### config.mk
export PLATFORM = sky130hd
export DESIGN_NAME = gray_counter_n
export DESIGN_NICKNAME = d
export VERILOG_FILES = /design/src/rtl/gray_pkg.sv /design/src/rtl/gray_enc.sv /design/src/rtl/gray_counter_n.sv
export SDC_FILE = /design/constraint.sdc
export NUM_CORES = 1
export LEC_CHECK = 0
export ABC_AREA = 1
export BUFFER_PORTS_ARGS = -buffer_cell sky130_fd_sc_hd__buf_2
export CAP_MARGIN = 30
export CORE_AREA = 5 5 42 44
export DETAILED_ROUTE_END_ITERATION = 6
export DIE_AREA = 0 0 47 49
export PLACE_DENSITY_LB_ADDON = 0.08
export SYNTH_ARGS = -nofsm -noshare
export SYNTH_HDL_FRONTEND = slang
export SYNTH_HIERARCHICAL = 1
export SYNTH_SLANG_ARGS = --single-unit
export TNS_END_PERCENT = 50
### constraint.sdc
create_clock -name Clk -period 1.3 [get_ports Clk]
set_input_delay 0.195 -clock Clk [delete_from_list [all_inputs] [get_ports Clk]]
set_output_delay 0.195 -clock Clk [all_outputs]
set_load 0.02 [all_outputs]
### src/rtl/gray_pkg.sv
// Shared Gray-code helpers and mode constants for the Gray counter family
// and the FIFO / clock-domain-crossing pointer blocks that reuse them.
package gray_pkg;

  localparam int GRAY_MAX_W = 64;

  localparam int MODE_WRAP = 0;
  localparam int MODE_SAT  = 1;

  // Operands are zero-extended to GRAY_MAX_W, so any width up to that limit works.
  function automatic logic [GRAY_MAX_W-1:0] bin2gray(input logic [GRAY_MAX_W-1:0] b);
    return b ^ (b >> 1);
  endfunction

  function automatic logic [GRAY_MAX_W-1:0] gray2bin(input logic [GRAY_MAX_W-1:0] g);
    logic [GRAY_MAX_W-1:0] b;
    b[GRAY_MAX_W-1] = g[GRAY_MAX_W-1];
    for (int i = GRAY_MAX_W - 2; i >= 0; i--) begin
      b[i] = b[i+1] ^ g[i];
    end
    return b;
  endfunction

  function automatic logic [GRAY_MAX_W-1:0] max_count(input int width);
    return (GRAY_MAX_W'(1) << width) - GRAY_MAX_W'(1);
  endfunction

endpackage

### src/rtl/gray_enc.sv
// Combinational binary-to-Gray encoder.
module gray_enc #(
  parameter int WIDTH = 3
) (
  input  logic [WIDTH-1:0] bin,
  output logic [WIDTH-1:0] gray
);

  assign gray = bin ^ (bin >> 1);

endmodule

### src/rtl/gray_counter_n.sv
// N-bit up/down Gray counter with load, optional saturation, sticky
// overflow/underflow flags and a one-cycle wrap pulse.
module gray_counter_n
  import gray_pkg::*;
#(
  parameter int          WIDTH    = 3,
  parameter int          SATURATE = MODE_WRAP,
  parameter int unsigned INIT     = 0
) (
  input  logic             Clk,
  input  logic             Reset,
  input  logic             En,
  input  logic             Dir,
  input  logic             Load,
  input  logic [WIDTH-1:0] LoadVal,
  input  logic             ClrFlag,
  output logic [WIDTH-1:0] Output,
  output logic [WIDTH-1:0] Binary,
  output logic             Overflow,
  output logic             Underflow,
  output logic             Wrap
);

  localparam logic [GRAY_MAX_W-1:0] MAX_W       = max_count(WIDTH);
  localparam logic [WIDTH-1:0]      MAX         = MAX_W[WIDTH-1:0];
  localparam logic [WIDTH-1:0]      INIT_BIN    = WIDTH'(INIT);
  localparam logic [GRAY_MAX_W-1:0] INIT_GRAY_W = bin2gray(GRAY_MAX_W'(INIT_BIN));
  localparam logic [WIDTH-1:0]      INIT_GRAY   = INIT_GRAY_W[WIDTH-1:0];

  if (WIDTH < 2 || WIDTH > GRAY_MAX_W) begin : g_bad_width
    $error("gray_counter_n: WIDTH out of range");
  end

  logic [WIDTH-1:0] cnt_reg, cnt_next;
  logic [WIDTH-1:0] gray_reg, gray_next;
  logic             ovf_reg, ovf_next;
  logic             unf_reg, unf_next;
  logic             wrap_reg;
  logic             ovf_evt, unf_evt;

  assign ovf_evt = !Load && En &&  Dir && (cnt_reg == MAX);
  assign unf_evt = !Load && En && !Dir && (cnt_reg == '0);

  always_comb begin
    cnt_next = cnt_reg;
    if (Load) begin
      cnt_next = LoadVal;
    end else if (En && Dir) begin
      if (ovf_evt) cnt_next = (SATURATE == MODE_SAT) ? MAX : '0;
      else         cnt_next = cnt_reg + WIDTH'(1);
    end else if (En) begin
      if (unf_evt) cnt_next = (SATURATE == MODE_SAT) ? '0 : MAX;
      else         cnt_next = cnt_reg - WIDTH'(1);
    end
  end

  // An event in the same cycle as ClrFlag keeps its own flag set.
  always_comb begin
    ovf_next = ovf_reg && !ClrFlag;
    unf_next = unf_reg && !ClrFlag;
    if (ovf_evt) ovf_next = 1'b1;
    if (unf_evt) unf_next = 1'b1;
  end

  // Encoding the next count keeps Output registered and aligned with Binary.
  gray_enc #(.WIDTH(WIDTH)) u_gray_enc (
    .bin  (cnt_next),
    .gray (gray_next)
  );

  always_ff @(posedge Clk or posedge Reset) begin
    if (Reset) begin
      cnt_reg  <= INIT_BIN;
      gray_reg <= INIT_GRAY;
      ovf_reg  <= 1'b0;
      unf_reg  <= 1'b0;
      wrap_reg <= 1'b0;
    end else begin
      cnt_reg  <= cnt_next;
      gray_reg <= gray_next;
      ovf_reg  <= ovf_next;
      unf_reg  <= unf_next;
      wrap_reg <= ovf_evt || unf_evt;
    end
  end

  assign Output    = gray_reg;
  assign Binary    = cnt_reg;
  assign Overflow  = ovf_reg;
  assign Underflow = unf_reg;
  assign Wrap      = wrap_reg;

endmodule

==> impl_metrics.xml <==
<?xml version="1.0" encoding="UTF-8"?>
<metrics>
  <group name="layout">
    <metric name="synthToLayoutAreaGrowth" unit="%">57.01</metric>
    <metric name="most-common-layout-cells" unit="">buf_2, nand2_1, buf_4</metric>
    <metric name="drive_above_1_share" unit="%">58.59</metric>
    <metric name="final_common_cell" unit="">buf_2</metric>
    <metric name="antenna_cells_inserted" unit="">0</metric>
    <metric name="num-nets-final" unit="">113</metric>
  </group>
  <group name="logic_synthesis">
    <metric name="synthDistinctLibCells" unit="">20</metric>
    <metric name="synth_warnings" unit="">6</metric>
    <metric name="mappedNetlistArea" unit="um2">544.3</metric>
    <metric name="ys.flop_type" unit="">dfrtp_1</metric>
    <metric name="synth_edf_count" unit="">0</metric>
    <metric name="synth_area_per_cell" unit="um2">8.123</metric>
    <metric name="mappedNetlistNets" unit="">80</metric>
    <metric name="synthesis_stage_register_bit_count" unit="">9</metric>
    <metric name="yosysSeqAreaShare" unit="%">41.38</metric>
    <metric name="synthesis.instances" unit="">67</metric>
    <metric name="ys_async_rst_share" unit="%">100.0</metric>
  </group>
  <group name="sta">
    <metric name="setup-violations-final" unit="">5</metric>
    <metric name="final-hold-violation-count" unit="">0</metric>
    <metric name="fin_crit" unit="ns">1.468</metric>
    <metric name="setup_repair_after_global_routing_missed_its_margin" unit="">yes</metric>
    <metric name="layout_worst_path_cycle_share" unit="%">112.9</metric>
    <metric name="post-route-worst-setup-slack" unit="ns">-0.1682</metric>
    <metric name="max_freq" unit="MHz">681.1</metric>
    <metric name="setup_tns" unit="ns">-0.4999</metric>
    <metric name="drv_slew" unit="">0</metric>
    <metric name="hold_ws" unit="ns">0.1383</metric>
    <metric name="skew" unit="ns">0.004684</metric>
    <metric name="max_slew.worst_pin.slew" unit="ns">0.3347</metric>
    <metric name="max-slew-margin-rel" unit="%">77.66</metric>
  </group>
  <group name="power">
    <metric name="power_switching" unit="uW">295.9</metric>
    <metric name="share_seq_of_total_power" unit="%">38.4</metric>
    <metric name="total_power" unit="uW">879.0</metric>
    <metric name="power_density" unit="mW/mm2">1029</metric>
    <metric name="peakVddDrop" unit="mV">0.8701</metric>
    <metric name="power_internal" unit="uW">583.1</metric>
    <metric name="pwr-share-clk" unit="%">23.5</metric>
    <metric name="switching_share" unit="%">33.67</metric>
    <metric name="power_leakage" unit="uW">0.0004550</metric>
    <metric name="comb_power_share" unit="%">38.1</metric>
  </group>
  <group name="critical_path">
    <metric name="worst_setup_path_end_kind" unit="">register</metric>
    <metric name="crit_slowest_cell" unit="">dfrtp_2</metric>
    <metric name="worst_r2r_startpoint" unit="">Binary[0]</metric>
    <metric name="worst_setup_path_start_kind" unit="">register</metric>
    <metric name="critPathMaxStageDelay" unit="ns">0.45</metric>
    <metric name="cell_with_the_most_instances_on_the_worst_path" unit="">nand2_2</metric>
    <metric name="crit_path_max_fanout" unit="">3</metric>
    <metric name="critical_path_at" unit="ns">1.61</metric>
    <metric name="crit_path_cell_trace" unit="">ha_4 &gt; ha_4 &gt; nor2_2 &gt; nor2_1 &gt; o21ai_2 &gt; nand2_2 &gt; inv_2 &gt; nand2_2 &gt; nand2_2</metric>
    <metric name="r2r.worst_path.cells" unit="">9</metric>
    <metric name="critPathRequiredTime" unit="ns">1.45</metric>
    <metric name="cp_top_family" unit="">flip-flops</metric>
    <metric name="criticalPathCategory" unit="">reg -&gt; reg</metric>
    <metric name="critical_path.reg2reg.endpoint" unit="">Output[1]</metric>
    <metric name="critPathBufInv" unit="">1</metric>
    <metric name="rrSetupSlack" unit="ns">-0.17</metric>
  </group>
  <group name="grt">
    <metric name="grt_overflow_total" unit="">0</metric>
    <metric name="vias_in_the_first_global_route" unit="">524</metric>
    <metric name="grt_start_max_net_pins" unit="">10</metric>
    <metric name="grt_pass1_wl" unit="um">2194</metric>
    <metric name="grt_util_all_layers" unit="%">12.85</metric>
    <metric name="initial_antenna_violation_count" unit="">0</metric>
  </group>
  <group name="route">
    <metric name="vias" unit="">535</metric>
    <metric name="via_per_inst" unit="">4.652</metric>
    <metric name="drt-initial-drc-count" unit="">6</metric>
    <metric name="avgRoutedWirePerCell" unit="um">11.16</metric>
    <metric name="detail_route.drc_violations" unit="">0</metric>
    <metric name="drt_first_pass_iters" unit="">4</metric>
    <metric name="totalWireLength" unit="um">1283</metric>
    <metric name="drt.antenna.violating_nets" unit="">0</metric>
  </group>
  <group name="floorplanning">
    <metric name="die_height" unit="um">49</metric>
    <metric name="core_region" unit="mm2">0.001401</metric>
    <metric name="effective_utilization_at_floorplan" unit="%">38.84</metric>
    <metric name="die_w" unit="um">47</metric>
    <metric name="floorplan.die_area" unit="mm2">0.002303</metric>
    <metric name="number_of_ports_placed_on_the_die_boundary" unit="">18</metric>
    <metric name="placement_rows" unit="">14</metric>
  </group>
  <group name="clock_tree">
    <metric name="cts.sinks" unit="">9</metric>
    <metric name="cts_root_buf" unit="">clkbuf_4</metric>
    <metric name="cts.reportedPaths.clkPinSlew" unit="ns">0.06</metric>
    <metric name="htree_num_levels" unit="">1</metric>
    <metric name="clk_latency" unit="ns">0.25</metric>
    <metric name="tritoncts_clock_tree" unit="">yes</metric>
    <metric name="buffer_depth_of_the_longest_clock_path" unit="">2</metric>
    <metric name="numCtsBuffers" unit="">3</metric>
  </group>
  <group name="hold_path">
    <metric name="min_to" unit="">Underflow</metric>
    <metric name="hold_start" unit="">ClrFlag</metric>
    <metric name="min-delay-path-class" unit="">in -&gt; reg</metric>
    <metric name="whs_path_depth" unit="">2</metric>
  </group>
  <group name="placed_design">
    <metric name="gp_congestion" unit="">0.7608</metric>
    <metric name="place.detailed.hpwl" unit="um">959</metric>
    <metric name="number_of_port_buffers" unit="">17</metric>
  </group>
  <group name="status">
    <metric name="result_of_the_run" unit="">complete, but fails checks</metric>
    <metric name="violations" unit="">setup timing</metric>
  </group>
  <group name="run">
    <metric name="cap_violations" unit="">0</metric>
  </group>
</metrics>
==> worst max-delay path by stage <==
| stage | to | depth (start not counted) | startpoint | slack, ns |
|---|---|---|---|---|
| global placement | Output[0] | 10 | Binary[0] | -0.14 |
| finish | Output[1] | 9 | Binary[0] | -0.17 |
| floorplan | Output[1] | 10 | Binary[1] | -0.13 |
| global route | Output[1] | 9 | Binary[0] | -0.24 |
| detailed placement | Output[1] | 10 | Binary[0] | -0.16 |
| CTS | Binary[2] | 9 | Binary[0] | -0.11 |
==> worst register-to-register path: stages, from the launching register on <==
cell and delay (ns):
dfrtp_2 0.45, ha_4 0.18, ha_4 0.25, nor2_2 0.03, nor2_1 0.14, o21ai_2 0.07
nand2_2 0.10, inv_2 0.04, nand2_2 0.05, nand2_2 0.05
==> cell usage after synthesis, types with 2 or more instances <==
cell type  number  area share (%)
nor2_1          4             2.8
nor2_2          2             2.3
o21ai_0         4             3.7
inv_1          13             9.0
nand2_1        16              11
dfrtp_1         9              41
ha_1            4             9.2
nand3_1         3             2.8
==> final cells by class <==
cell class	instances	area, um2
multi-input combinational	42	327.8
fill	131	546.8
sequential	9	227.7
clock buffer	4	26.28
tap	16	20.02
timing repair buffer	30	192.7
inverter	14	60.06
==> routing by layer <==
layer	share of wire, %	track usage, %
met5	0	0
met4	0	0.4608
met3	10	7.011
met2	48	20.36
met1	42	15.99
==> per-stage QoR <==
| stage | instance area (um2) | setup slack [ns] | std cells | util [%] |
|---|---|---|---|---|
| after floorplan | 561.8 | -0.1258 | 67 | - |
| after global placement | 723.2 | -0.1443 | 108 | 51.61 |
| after detailed placement | 723.2 | -0.1649 | 108 | 51.61 |
| after CTS | 828.3 | -0.1129 | 115 | 59.11 |
| after global routing | 854.6 | -0.2386 | 115 | 60.98 |
| final | 854.6 | -0.1682 | 115 | 60.98 |
==> cells by family after synthesis <==
logic type      share of synthesized area [%]
simple gates                            28.74
buf+inv                                 13.56
flops                                   41.38
compound gates                          7.125
fa+ha+maj                               9.196
==> power groups by stage <==
stage	Clock, uW	Sequential [uW]	Combinational (uW)
6_report	206	338	335
5_1_grt	243	342	374
4_1_cts	218	335	315
3_5_place_dp	0	337	267
3_3_place_gp	0	336	267
2_1_floorplan	0	377	123
==> flip-flops by register name, indices dropped and copies added, names as in the netlist <==
name and flops:
Output 3, Binary 3, Underflow 1, Wrap 1, Overflow 1
==> what timing repair did <==
| action | in CTS | in global routing |
|---|---|---|
| hold endpoints to repair | 9 | 0 |
| setup endpoints to repair | 4 | 5 |
| pin swaps | 9 | 8 |
| resized for setup | 10 | 10 |
| setup buffers | 2 | 0 |
| hold buffers | 1 | 0 |
No activity file was read; power rests on OpenSTA's default activity.
